## src/rtl/div_pkg.sv

```systemverilog
// Shared types and width-generic constants for the signed divide sequencer.
package div_pkg;

  typedef enum logic [1:0] {
    IDLE  = 2'd0,
    ISSUE = 2'd1,
    WAIT  = 2'd2,
    RESP  = 2'd3
  } div_state_e;

  localparam int unsigned DIV_MAX_W = 64;

  // Constants are returned at the widest supported width; callers truncate to WIDTH.
  function automatic logic [DIV_MAX_W-1:0] DIV_ZERO_QUOT(input int unsigned w);
    DIV_ZERO_QUOT = (w >= DIV_MAX_W) ? '1 : ((64'd1 << w) - 64'd1);
  endfunction

  function automatic logic [DIV_MAX_W-1:0] DIV_MIN(input int unsigned w);
    DIV_MIN = 64'd1 << (w - 1);
  endfunction

endpackage

```

## src/rtl/div_sign_fix.sv

```systemverilog
// Conditional two's-complement negate; used for operand magnitudes and result sign correction.
module div_sign_fix #(
  parameter int unsigned WIDTH = 32
) (
  input  logic [WIDTH-1:0] value_i,
  input  logic             negate_i,
  output logic [WIDTH-1:0] value_o
);

  assign value_o = negate_i ? (~value_i + WIDTH'(1)) : value_i;

endmodule

```

## src/rtl/div_sign_sequencer.sv

```systemverilog
// Signed/unsigned front end for the unsigned divider: resolves /0 and MIN/-1 locally,
// otherwise issues magnitudes and sign-corrects the returned quotient and remainder.
module div_sign_sequencer
  import div_pkg::*;
#(
  parameter int unsigned WIDTH = 32
) (
  input  logic             clk,
  input  logic             rst,
  input  logic             in_valid,
  output logic             in_ready,
  input  logic             in_signed,
  input  logic [WIDTH-1:0] in_dividend,
  input  logic [WIDTH-1:0] in_divisor,
  output logic             div_start,
  output logic [WIDTH-1:0] div_dividend,
  output logic [WIDTH-1:0] div_divisor,
  input  logic [WIDTH-1:0] div_quotient,
  input  logic [WIDTH-1:0] div_remainder,
  input  logic             div_ready,
  output logic             out_valid,
  input  logic             out_ready,
  output logic [WIDTH-1:0] out_quotient,
  output logic [WIDTH-1:0] out_remainder,
  output logic             out_div_by_zero,
  output logic             out_overflow,
  output div_state_e       dbg_state
);

  // Handshakes: a transfer happens on a rising clk edge where valid & ready are both 1;
  // a producer holds valid and its payload stable until that edge.

  localparam logic [WIDTH-1:0] QUOT_ZERO = WIDTH'(DIV_ZERO_QUOT(WIDTH));
  localparam logic [WIDTH-1:0] MIN_VAL   = WIDTH'(DIV_MIN(WIDTH));
  localparam logic [WIDTH-1:0] ALL_ONES  = '1;

  div_state_e state_q, state_d;

  logic             accept, is_zero, is_ovf, dvd_neg, dvs_neg;
  logic [WIDTH-1:0] mag_dvd, mag_dvs, fix_quot, fix_rem;

  logic [WIDTH-1:0] div_dividend_q, div_dividend_d;
  logic [WIDTH-1:0] div_divisor_q, div_divisor_d;
  logic [WIDTH-1:0] out_quotient_q, out_quotient_d;
  logic [WIDTH-1:0] out_remainder_q, out_remainder_d;
  logic             quot_neg_q, quot_neg_d;
  logic             rem_neg_q, rem_neg_d;
  logic             dbz_q, dbz_d;
  logic             ovf_q, ovf_d;

  assign accept  = in_valid && (state_q == IDLE);
  assign is_zero = (in_divisor == '0);
  assign is_ovf  = in_signed && (in_dividend == MIN_VAL) && (in_divisor == ALL_ONES);
  assign dvd_neg = in_signed && in_dividend[WIDTH-1];
  assign dvs_neg = in_signed && in_divisor[WIDTH-1];

  div_sign_fix #(.WIDTH(WIDTH)) u_mag_dvd (.value_i(in_dividend),   .negate_i(dvd_neg),    .value_o(mag_dvd));
  div_sign_fix #(.WIDTH(WIDTH)) u_mag_dvs (.value_i(in_divisor),    .negate_i(dvs_neg),    .value_o(mag_dvs));
  div_sign_fix #(.WIDTH(WIDTH)) u_fix_quo (.value_i(div_quotient),  .negate_i(quot_neg_q), .value_o(fix_quot));
  div_sign_fix #(.WIDTH(WIDTH)) u_fix_rem (.value_i(div_remainder), .negate_i(rem_neg_q),  .value_o(fix_rem));

  always_ff @(posedge clk or negedge rst) begin
    if (!rst) state_q <= IDLE;
    else      state_q <= state_d;
  end

  always_comb begin
    state_d = state_q;
    case (state_q)
      IDLE:    if (accept) state_d = (is_zero || is_ovf) ? RESP : ISSUE;
      ISSUE:   state_d = WAIT;
      WAIT:    if (div_ready) state_d = RESP;
      RESP:    if (out_ready) state_d = IDLE;
      default: state_d = IDLE;
    endcase
  end

  always_comb begin
    in_ready  = (state_q == IDLE);
    div_start = (state_q == ISSUE);
    out_valid = (state_q == RESP);
  end

  // div_ready outside WAIT never touches the result registers, so stale pulses are harmless.
  always_comb begin
    div_dividend_d  = div_dividend_q;
    div_divisor_d   = div_divisor_q;
    out_quotient_d  = out_quotient_q;
    out_remainder_d = out_remainder_q;
    quot_neg_d      = quot_neg_q;
    rem_neg_d       = rem_neg_q;
    dbz_d           = dbz_q;
    ovf_d           = ovf_q;
    if (accept) begin
      dbz_d = 1'b0;
      ovf_d = 1'b0;
      if (is_zero) begin
        out_quotient_d  = QUOT_ZERO;
        out_remainder_d = in_dividend;
        dbz_d           = 1'b1;
      end else if (is_ovf) begin
        out_quotient_d  = in_dividend;
        out_remainder_d = '0;
        ovf_d           = 1'b1;
      end else begin
        div_dividend_d = mag_dvd;
        div_divisor_d  = mag_dvs;
        quot_neg_d     = dvd_neg ^ dvs_neg;
        rem_neg_d      = dvd_neg;
      end
    end else if ((state_q == WAIT) && div_ready) begin
      out_quotient_d  = fix_quot;
      out_remainder_d = fix_rem;
    end
  end

  always_ff @(posedge clk or negedge rst) begin
    if (!rst) begin
      div_dividend_q  <= '0;
      div_divisor_q   <= '0;
      out_quotient_q  <= '0;
      out_remainder_q <= '0;
      quot_neg_q      <= 1'b0;
      rem_neg_q       <= 1'b0;
      dbz_q           <= 1'b0;
      ovf_q           <= 1'b0;
    end else begin
      div_dividend_q  <= div_dividend_d;
      div_divisor_q   <= div_divisor_d;
      out_quotient_q  <= out_quotient_d;
      out_remainder_q <= out_remainder_d;
      quot_neg_q      <= quot_neg_d;
      rem_neg_q       <= rem_neg_d;
      dbz_q           <= dbz_d;
      ovf_q           <= ovf_d;
    end
  end

  assign div_dividend    = div_dividend_q;
  assign div_divisor     = div_divisor_q;
  assign out_quotient    = out_quotient_q;
  assign out_remainder   = out_remainder_q;
  assign out_div_by_zero = dbz_q;
  assign out_overflow    = ovf_q;
  assign dbg_state       = state_q;

endmodule

```

## config.mk

```make
export PLATFORM = sky130hd
export DESIGN_NAME = div_sign_sequencer
export DESIGN_NICKNAME = d
export VERILOG_FILES = /design/src/rtl/div_pkg.sv /design/src/rtl/div_sign_fix.sv /design/src/rtl/div_sign_sequencer.sv
export SDC_FILE = /design/constraint.sdc
export NUM_CORES = 1
export LEC_CHECK = 0
export BUFFER_PORTS_ARGS = -buffer_cell sky130_fd_sc_hd__buf_2
export CORE_AREA = 4 4 188 190
export DETAILED_ROUTE_END_ITERATION = 10
export DIE_AREA = 0 0 192 194
export GPL_ROUTABILITY_DRIVEN = 0
export GPL_TIMING_DRIVEN = 0
export HOLD_SLACK_MARGIN = 0.08
export PLACE_DENSITY_LB_ADDON = 0.2
export SYNTH_ARGS = -nofsm -noshare
export SYNTH_HDL_FRONTEND = slang
export SYNTH_SLANG_ARGS = --single-unit
```

## constraint.sdc

```tcl
create_clock -name clk -period 3.4 [get_ports clk]
set_input_delay 0.17 -clock clk [delete_from_list [all_inputs] [get_ports clk]]
set_output_delay 0.17 -clock clk [all_outputs]
set_load 0.02 [all_outputs]
```

# Word-level counts from Yosys, hierarchy flattened
# Index checks and enable logic that the tools add are counted.
# Widths: inputs -> output; s select.
# classes
multipliers,0
n_shift,0
add_sub_neg,4
bitwise,7
n_reduce_logical,13
div,0
order_cmp,0
eq_ne,9
muxes,20
# op_table
operator,count
$mux 32,12
$add 32x1->32 const B,4
$not 32->32,4
$eq 32x32->1 const B,2
$logic_not 32->1,1
$mux 2,4
$pmux 2 s4,1
$logic_and 1x1->1,6
$reduce_and 3->1,2
$eq 2x2->1 const B,2
$ne 2x1->1 const B,2
$mux 1,3
$ne 3x1->1 const B,1
$eq 2x1->1 const B,1
$logic_not 2->1,1
$ne 2x2->1 const B,1
$not 1->1,2
$reduce_and 2->1,1
$reduce_bool 2->1,1
$logic_or 1x1->1,1
$xor 1x1->1,1
# word_totals
romBits,0
latch_bits,0
out_inout_bits,135
ram_bits,0
memories,0
wordCells,62
register_bits,134

# Logic depth before layout (Yosys ltp)
# Gate-level depths: netlist of run 1.
# logic_depth
depth_word,7
ltp_mapped,11

# Modules after synthesis
# From an unflattened synthesis of run 1, not the netlist that was laid out.
# unflattened
cells_unflattened,850
area_unflattened_um2,9257.6
# modules_own_cells
mod,cells_each,area_per_inst_um2,seq_area_each_um2,instances
div_sign_sequencer,454,6149.6,3353.2,1
div_sign_fix,99,777.0,0.0,4

# Worst setup path after synthesis of run 1
# OpenSTA, ideal clock, no wires.
# synth_path
kind,input to register
startpoint,in in_divisor[27]
endpoint,reg out_quotient_q[23] (netlist: out_quotient[23])
cell_stages,8
path_buffers,2
t_arrival_ps,2464
setup_slack_ps,810
setup_ps,126
path_cell_list,or4_4 -> or4_1 -> or4_1 -> buf_2 -> nand2_8 -> o21ai_4 -> buf_6 -> a221o_1
# synth_via
elab_chain_len,4
# synth_lines
item,line,text
"start, declared",div_sign_sequencer.sv:14,"input logic [WIDTH-1:0] in_divisor,"
$eq 32x32->1,div_sign_sequencer.sv:53,assign is_ovf = in_signed && (in_dividend == MIN_VAL) && (in_divisor == ALL_ONES);
$logic_and 1x1->1,div_sign_sequencer.sv:53,
$ne 3x1->1 (no source line),-,
$reduce_and 2->1 (no source line),-,
"end signal, assigned",div_sign_sequencer.sv:130,out_quotient_q <= out_quotient_d;
"end, declared",div_sign_sequencer.sv:44,"logic [WIDTH-1:0] out_quotient_q, out_quotient_d;"
# Several ways; a longest one is shown, not always the timed one.
# A chain may end at the register's enable or synchronous reset.

# Worst setup path in the final report of run 1
# layout_path
startpoint,in in_divisor[0]
endpoint,reg out_remainder_q[12] (netlist: out_remainder[12])
# layout_via
elab_chain_len,4
# layout_lines
item,line,text
$eq 32x32->1,div_sign_sequencer.sv:53,
$logic_and 1x1->1,div_sign_sequencer.sv:53,
$ne 3x1->1 (no source line),-,
$reduce_and 2->1 (no source line),-,
"end signal, assigned",div_sign_sequencer.sv:131,out_remainder_q <= out_remainder_d;
"end, declared",div_sign_sequencer.sv:45,"logic [WIDTH-1:0] out_remainder_q, out_remainder_d;"
# Several ways; a longest one is shown, not always the timed one.

==> results of run 1 <==
path summary, 6_finish.rpt:
| kind | start | to | slack [ns] | cells after the start |
|---|---|---|---|---|
| max reg2reg | dbg_state[0]$_DFFE_PN0P_ | div_dividend[23]$_DFFE_PN0P_ | 0.93 | 7 |
| min in group asynchronous | rst | div_dividend[16]$_DFFE_PN0P_ | 0.26 | 2 |
| min reg2reg | out_div_by_zero$_DFFE_PN0N_ | out_div_by_zero$_DFFE_PN0N_ | 0.48 | 1 |
| max in group asynchronous | rst | out_remainder[6]$_DFFE_PN0P_ | 2.29 | 3 |
| min | div_quotient[18] | out_quotient[18]$_DFFE_PN0P_ | 0.11 | 4 |
| max | in_divisor[0] | out_remainder[12]$_DFFE_PN0P_ | 0.31 | 11 |
critical path, delay by kind of cell:
family / cells / cell delay [ns]
AND/OR/NAND/NOR: 4 / 1.89
buffers and inverters: 4 / 0.78
AO/OA/AOI/OAI: 1 / 0.28
adder cells (fa/ha/maj): 1 / 0.18
multiplexers: 1 / 0.15
power groups by stage:
stage | clock network (W) | logic [W] | registers (W)
after floorplan | 0 | 0.00230 | 0.00376
after global placement | 0 | 0.00493 | 0.00285
after detailed placement | 0 | 0.00496 | 0.00285
after CTS | 0.00185 | 0.00499 | 0.00283
after global routing | 0.00192 | 0.00533 | 0.00293
final | 0.00178 | 0.00490 | 0.00282
repair_timing:
| item | CTS | global route |
|---|---|---|
| hold endpoints to repair | 69 | 0 |
| endpoints found under the setup margin | 0 | 123 |
| hold buffers | 10 | 0 |
| resized for setup | 0 | 2 |
stage by stage:
step	TNS, ns	cells	instance area [um^2]	hold slack (ns)	utilization (%)
after floorplan	0	799	8290	-0.126	-
after global placement	-22.38	1514	10200	0.464	30.5
after detailed placement	-12.11	1515	10200	0.214	30.6
after CTS	0	1554	10900	0.0809	32.5
after global routing	0	1561	10900	0.109	32.6
final	0	1561	10900	0.105	32.6
layout make-up:
class                      count  area (um^2)  share of cell area, %
multi-input combinational    600         4660                   42.8
sequential                   134         3350                   30.8
timing repair buffer         278         1470                   13.5
tap                          448          561                   5.14
clock buffer                  20          457                   4.19
buffer                        42          211                   1.94
inverter                      23         86.3                  0.792
clock inverter                 9         80.1                  0.735
antenna                        7         17.5                  0.161
metal layers:
metal  routed length [um]  vias to the layer above
li1                     -                     3575
met1                14400                     3652
met2                14400                      248
met3                 2460                       52
met4                  650                       16
met5                   70                        -
flip-flops by register name (all words and copies together) (netlist names):
signal	count
dbg_state	2
div_dividend	32
div_divisor	32
out_div_by_zero	1
out_overflow	1
out_quotient	32
out_remainder	32
quot_neg_q	1
rem_neg_q	1
synthesized netlist by cell type (all sizes together), types with 4 or more instances:
master and instances:
or4 15, ha 10, nand2 55, or2 4, o21ai 24, a22o 41, xor2 52, mux2 92
dfrtp 134, o31ai 38, a21oi 25, o41ai 16, buf 20, clkbuf 22, xnor2 67, a221o 15
and2 5, nor4 14, or3 16, nand4b 9, nor2 31, a31oi 6, nor3 18, o2bb2ai 5
nand3 9, nand4 9, inv 23
cells in the final DEF, fill, tap and decap left out, types with 5 or more instances in the layout:
cell / Yosys / final
buf_2: 13 / 279
dfrtp_1: 134 / 134
mux2_2: 77 / 77
xnor2_1: 67 / 67
nand2_1: 54 / 54
xor2_1: 52 / 52
a22o_1: 41 / 41
o31ai_1: 38 / 38
nor2_1: 29 / 29
a21oi_1: 25 / 25
inv_1: 23 / 23
clkbuf_1: 22 / 23
o21ai_0: 23 / 23
clkbuf_16: 0 / 17
or3_1: 16 / 16
o41ai_1: 16 / 16
nor3_1: 17 / 15
a221o_1: 15 / 15
mux2_1: 15 / 15
or4_1: 14 / 14
nor4_1: 14 / 13
ha_1: 10 / 10
dlygate4sd3_1: 0 / 10
nand4b_1: 9 / 9
nand3_1: 9 / 9
nand4_1: 9 / 9
diode_2: 0 / 7
a31oi_1: 6 / 6
and2_1: 5 / 5
buf_6: 4 / 5
o2bb2ai_1: 5 / 5
clkinv_2: 0 / 5
logic make-up after synthesis:
family | Yosys count | synth area share (%)
compound gates | 178 | 16.1
simple gates | 198 | 13.0
buf+inv | 65 | 3.59
flops | 134 | 40.4
fa+ha+maj | 10 | 1.51
mux | 95 | 12.9
xor+xnor | 119 | 12.6
==> results_dict.tcl, run 1 <==
set metrics [dict create \
    num_io_pins 269 \
    syn_avg_cell_area_um2 10.4 \
    relSlewSlack_pct 26.6 \
    tritoncts "done" \
    critPathLaunchType "input pin" \
    layout.filler_cells 3533 \
    share_of_layout_cells_above_drive_strength_1_pct 36.8 \
    place.detailed.hpwl_mm 25.1 \
    h_tree_lvls 4 \
    grt_antenna_before_repair 16 \
    max_slew_violation_count 0 \
    seq_area_frac_synth_pct 40.4 \
    p_sw_w 0.00402 \
    number_of_global_route_vias_before_repair 7744 \
    die_width_um 192 \
    buffers_on_ports 267 \
    cpMaxStageDelayCell "nor4b_1" \
    longest_individual_stage_delay_on_the_worst_path_ns 0.88 \
    hp-class "in2reg" \
    clk_path_buf_depth 2 \
    routed_wirelength_mm 32.0 \
    setup_ws_ns 0.310 \
    final.min_clock_period_ns 3.09 \
    clock_sink_count 134 \
    cp_data_required_time_ns 3.77 \
    met1_usage_pct 22.4 \
    timing.critical_path.arrival_ns 3.46 \
    globalRoute.totalOverflow 0 \
    cts.reportedPaths.clkPinSlew_ns 0.06 \
    dp_slack_ns -0.152 \
    num_rows 67 \
    grt_setup_unrepaired "no" \
    criticalPathCategory "in2reg" \
    wl_per_cell_um 20.5 \
    core_area_um2 33400 \
    sw_frac_of_total_pct 42.3 \
    timing.critical_path.to_type "flip-flop" \
    drc 0 \
    post_cts_setup_buffers 0 \
    worst-path-max-fanout 10 \
    synth_nets 943 \
    grt_use_met2_pct 26.0 \
    ant_nets 0 \
    fmax_mhz 324 \
    layout_worst_path_cycle_share_pct 90.9 \
    cap_viol_max_count 0 \
    share_seq_of_total_power_pct 29.7 \
    synthDominantAreaCellType "dfrtp_1" \
    async_reset_ff_share_pct 100 \
    powerDensity_nw_per_um2 872 \
    layout.nets 1240 \
    total_leakage_power_nw 4.83 \
    clk_latency_ns 0.44 \
    path_cells "buf_2 > inv_1 > ha_1 > nor4b_1 > nand3_1 > or4_1 > buf_2 > nor2_2 > buf_2 > a22o_1 > mux2_1" \
    power.total_w 0.00950 \
    skew_ns 0.0111 \
    vias 7543 \
    postSynthCellCount 799 \
    yosys-top-cells-area "dfrtp_1 40%, mux2_2 10%, xnor2_1 7.1%" \
    outcome "completed" \
    inserted_clock_buffers 17 \
    maximum_number_of_pins_on_one_net_before_global_route_repair 75 \
    use_met3_pct 5.60 \
    synth.distinct_cells 52 \
    drtPass1Iterations 5 \
    cell_internal_pwr_w 0.00548 \
    detailed_route_iter0_violations 381 \
    synth.cell_area_um2 8290 \
    post_synth_edffs 0 \
    chipHeight_um 194 \
    viasPerCell 4.83 \
    grt_busiest_layer "met2" \
    synthesis_to_layout_area_growth_pct 31.4 \
    start_util_pct 24.8 \
    pwr-share-clk_pct 18.7 \
    tightest_slew_ns 1.09 \
    hold_viol_final 0 \
    pwr-share-comb_pct 51.6 \
    design.die.area_um2 37200 \
    ir_drop_v 0.000364 \
    yosys_warnings 0 \
    crit_top_cell "buf_2" \
    synth-main-ff-cell "dfrtp_1" \
    synth_largest_type_area_fraction_pct 40.4 \
    ctsRootBufferMaster "clkbuf_16" \
    gr-usage-all-layers_pct 16.9 \
    setup_viol 0 \
    grt_pass1_wl_mm 48.0 \
    ys_ff_latch 134 \
]
No activity file was read; power rests on OpenSTA's default activity.
==> run 2: changes to the inputs <==
==> constraint.sdc (replaced) <==
create_clock -name clk -period 2.7 [get_ports clk]
set_input_delay 0.135 -clock clk [delete_from_list [all_inputs] [get_ports clk]]
set_output_delay 0.135 -clock clk [all_outputs]
set_load 0.02 [all_outputs]
==> run 2 against run 1 <==
Against the previous run: register-to-register slack got worse by 0.70 ns; sequential cell count did not move; core utilization rose by 0.88 points.
==> results_dict.tcl, run 2 (synthesis gave the netlist of run 1 again) <==
set metrics [dict create \
    drtPass1Iterations 8 \
    tritoncts "done" \
    hold_path.startpoint "div_quotient[9]" \
    critPathLaunchType "input pin" \
    power.total_w 0.0120 \
    timing.critical_path.to_type "flip-flop" \
    dpl_cell_area_um2 10200 \
    ant_nets 0 \
    grt_antenna_before_repair 16 \
    layout_commonest_cell "buf_2" \
    wl_per_cell_um 20.4 \
    clk_latency_ns 0.43 \
    numPlacedInstances 1515 \
    die_width_um 192 \
    maximum_number_of_pins_on_one_net_before_global_route_repair 75 \
    gr-usage-all-layers_pct 17.0 \
    setup_ws_ns 0.0612 \
    num_io_pins 269 \
    timing.reg2reg.setup_slack_ns 0.23 \
    num_rows 67 \
    final.min_clock_period_ns 2.64 \
    design.die.area_um2 37200 \
    vias 7679 \
    globalRoute.totalOverflow 0 \
    final_cell_mix "277 x buf_2, 134 x dfrtp_1, 77 x mux2_2, 67 x xnor2_1, 54 x nand2_1" \
    cap_viol_max_count 0 \
    cts.reportedPaths.clkPinSlew_ns 0.06 \
    number_of_global_route_vias_before_repair 7885 \
    total_leakage_power_nw 4.97 \
    max_slew_violation_count 0 \
    worst_r2r_endpoint "div_dividend[23]$_DFFE_PN0P_" \
    inserted_clock_buffers 17 \
    chipHeight_um 194 \
    holdPathEnd "out_quotient[9]$_DFFE_PN0P_" \
    tightest_slew_ns 0.878 \
    detailed_route_iter0_violations 380 \
    layout.nets 1262 \
    hp-class "in2reg" \
    buffers_on_ports 267 \
    skew_ns 0.0106 \
    criticalPathCategory "in2reg" \
    core_area_um2 33400 \
    dp_slack_ns -0.817 \
    synthesis_to_layout_area_growth_pct 34.9 \
    outcome "completed" \
    drc 0 \
    share_of_layout_cells_above_drive_strength_1_pct 36.7 \
    timing.critical_path.arrival_ns 3.01 \
    fmax_mhz 379 \
    relSlewSlack_pct 41.0 \
    clk_path_buf_depth 2 \
    ctsRootBufferMaster "clkbuf_16" \
    powerDensity_nw_per_um2 1070 \
    clock_sink_count 134 \
    ir_drop_v 0.000458 \
    viasPerCell 4.85 \
    start_util_pct 24.8 \
    worst-path-max-fanout 10 \
    cp_data_required_time_ns 3.07 \
    final-instance-count-excl-fill 1583 \
    post_cts_setup_buffers 0 \
    h_tree_lvls 4 \
    place.detailed.hpwl_mm 25.1 \
    grt_setup_unrepaired "no" \
    layout_worst_path_cycle_share_pct 97.7 \
    timing.hold.worst_path_depth 3 \
    layout.filler_cells 3502 \
    worstReg2RegStart "dbg_state[0]$_DFFE_PN0P_" \
    finalInstanceArea_um2 11200 \
    routed_wirelength_mm 32.3 \
    grt_pass1_wl_mm 48.3 \
    timing.reg2reg.worst_path_depth 7 \
    hold_viol_final 0 \
    setup_viol 0 \
]
==> run 2: final cells by class <==
class                   count  area, um^2  area share, %
diodes                      7        17.5          0.157
plain buffers              41         213           1.90
clock buffers              20         457           4.08
clock inverters             9        80.1          0.716
inverters                  23        86.3          0.772
multi-input cells         600        4720           42.2
flip-flops and latches    134        3350           30.0
well taps                 448         561           5.01
repair buffers            301        1700           15.2
==> run 2: worst max path at each step <==
stage,start,to,slack [ns]
final,in_divisor[25],out_remainder[12]$_DFFE_PN0P_,0.06
after global routing,div_remainder[20],out_remainder[27]$_DFFE_PN0P_,0.01
after CTS,div_quotient[16],out_quotient[29]$_DFFE_PN0P_,0.006
after detailed placement,in_dividend[4],div_dividend[18]$_DFFE_PN0P_,-0.82
after global placement,in_dividend[4],out_quotient[6]$_DFFE_PN0P_,-0.81
after floorplan,in_divisor[27],out_quotient[23]$_DFFE_PN0P_,0.15
==> run 2: timing repair <==
item / CTS / global route
hold buffers: 33 / 0
endpoints found under the setup margin: 129 / 121
gates resized for setup: 3 / 12
hold endpoints to repair: 88 / 0
==> run 2: where the power goes <==
part / leakage [nW] / internal [W] / total (W) / switching [W]
sequential: 1.63 / 0.00302 / 0.00355 / 0.000530
clock: 0.268 / 0.00129 / 0.00225 / 0.000953
combinational: 3.08 / 0.00262 / 0.00622 / 0.00360
==> run 2: per-layer routing <==
layer  part of all wire (%)  up-vias  GRT usage (%)
li1                       -     3625              -
met1                     45     3741           22.4
met2                     46      242           26.3
met3                    7.4       55           5.67
met4                    2.0       16           5.47
met5                   0.22        -              0
==> run 2: metrics by stage <==
stage / util, % / hold WS, ns / TNS [ns]
after global placement: 30.5 / 0.454 / -197.00
final: 33.4 / 0.113 / 0
after global routing: 33.4 / 0.105 / 0
after floorplan: - / -0.161 / 0
after CTS: 33.2 / 0.0812 / 0
after detailed placement: 30.6 / 0.179 / -97.83
==> run 2: critical path, cell delays in order <==
cell and delay, ns:
buf_2 0.15, or4_4 0.53, or4_1 0.43, or4_4 0.58, buf_2 0.23, nor2_2 0.26, clkbuf_4 0.30, a22o_1 0.24
mux2_1 0.15
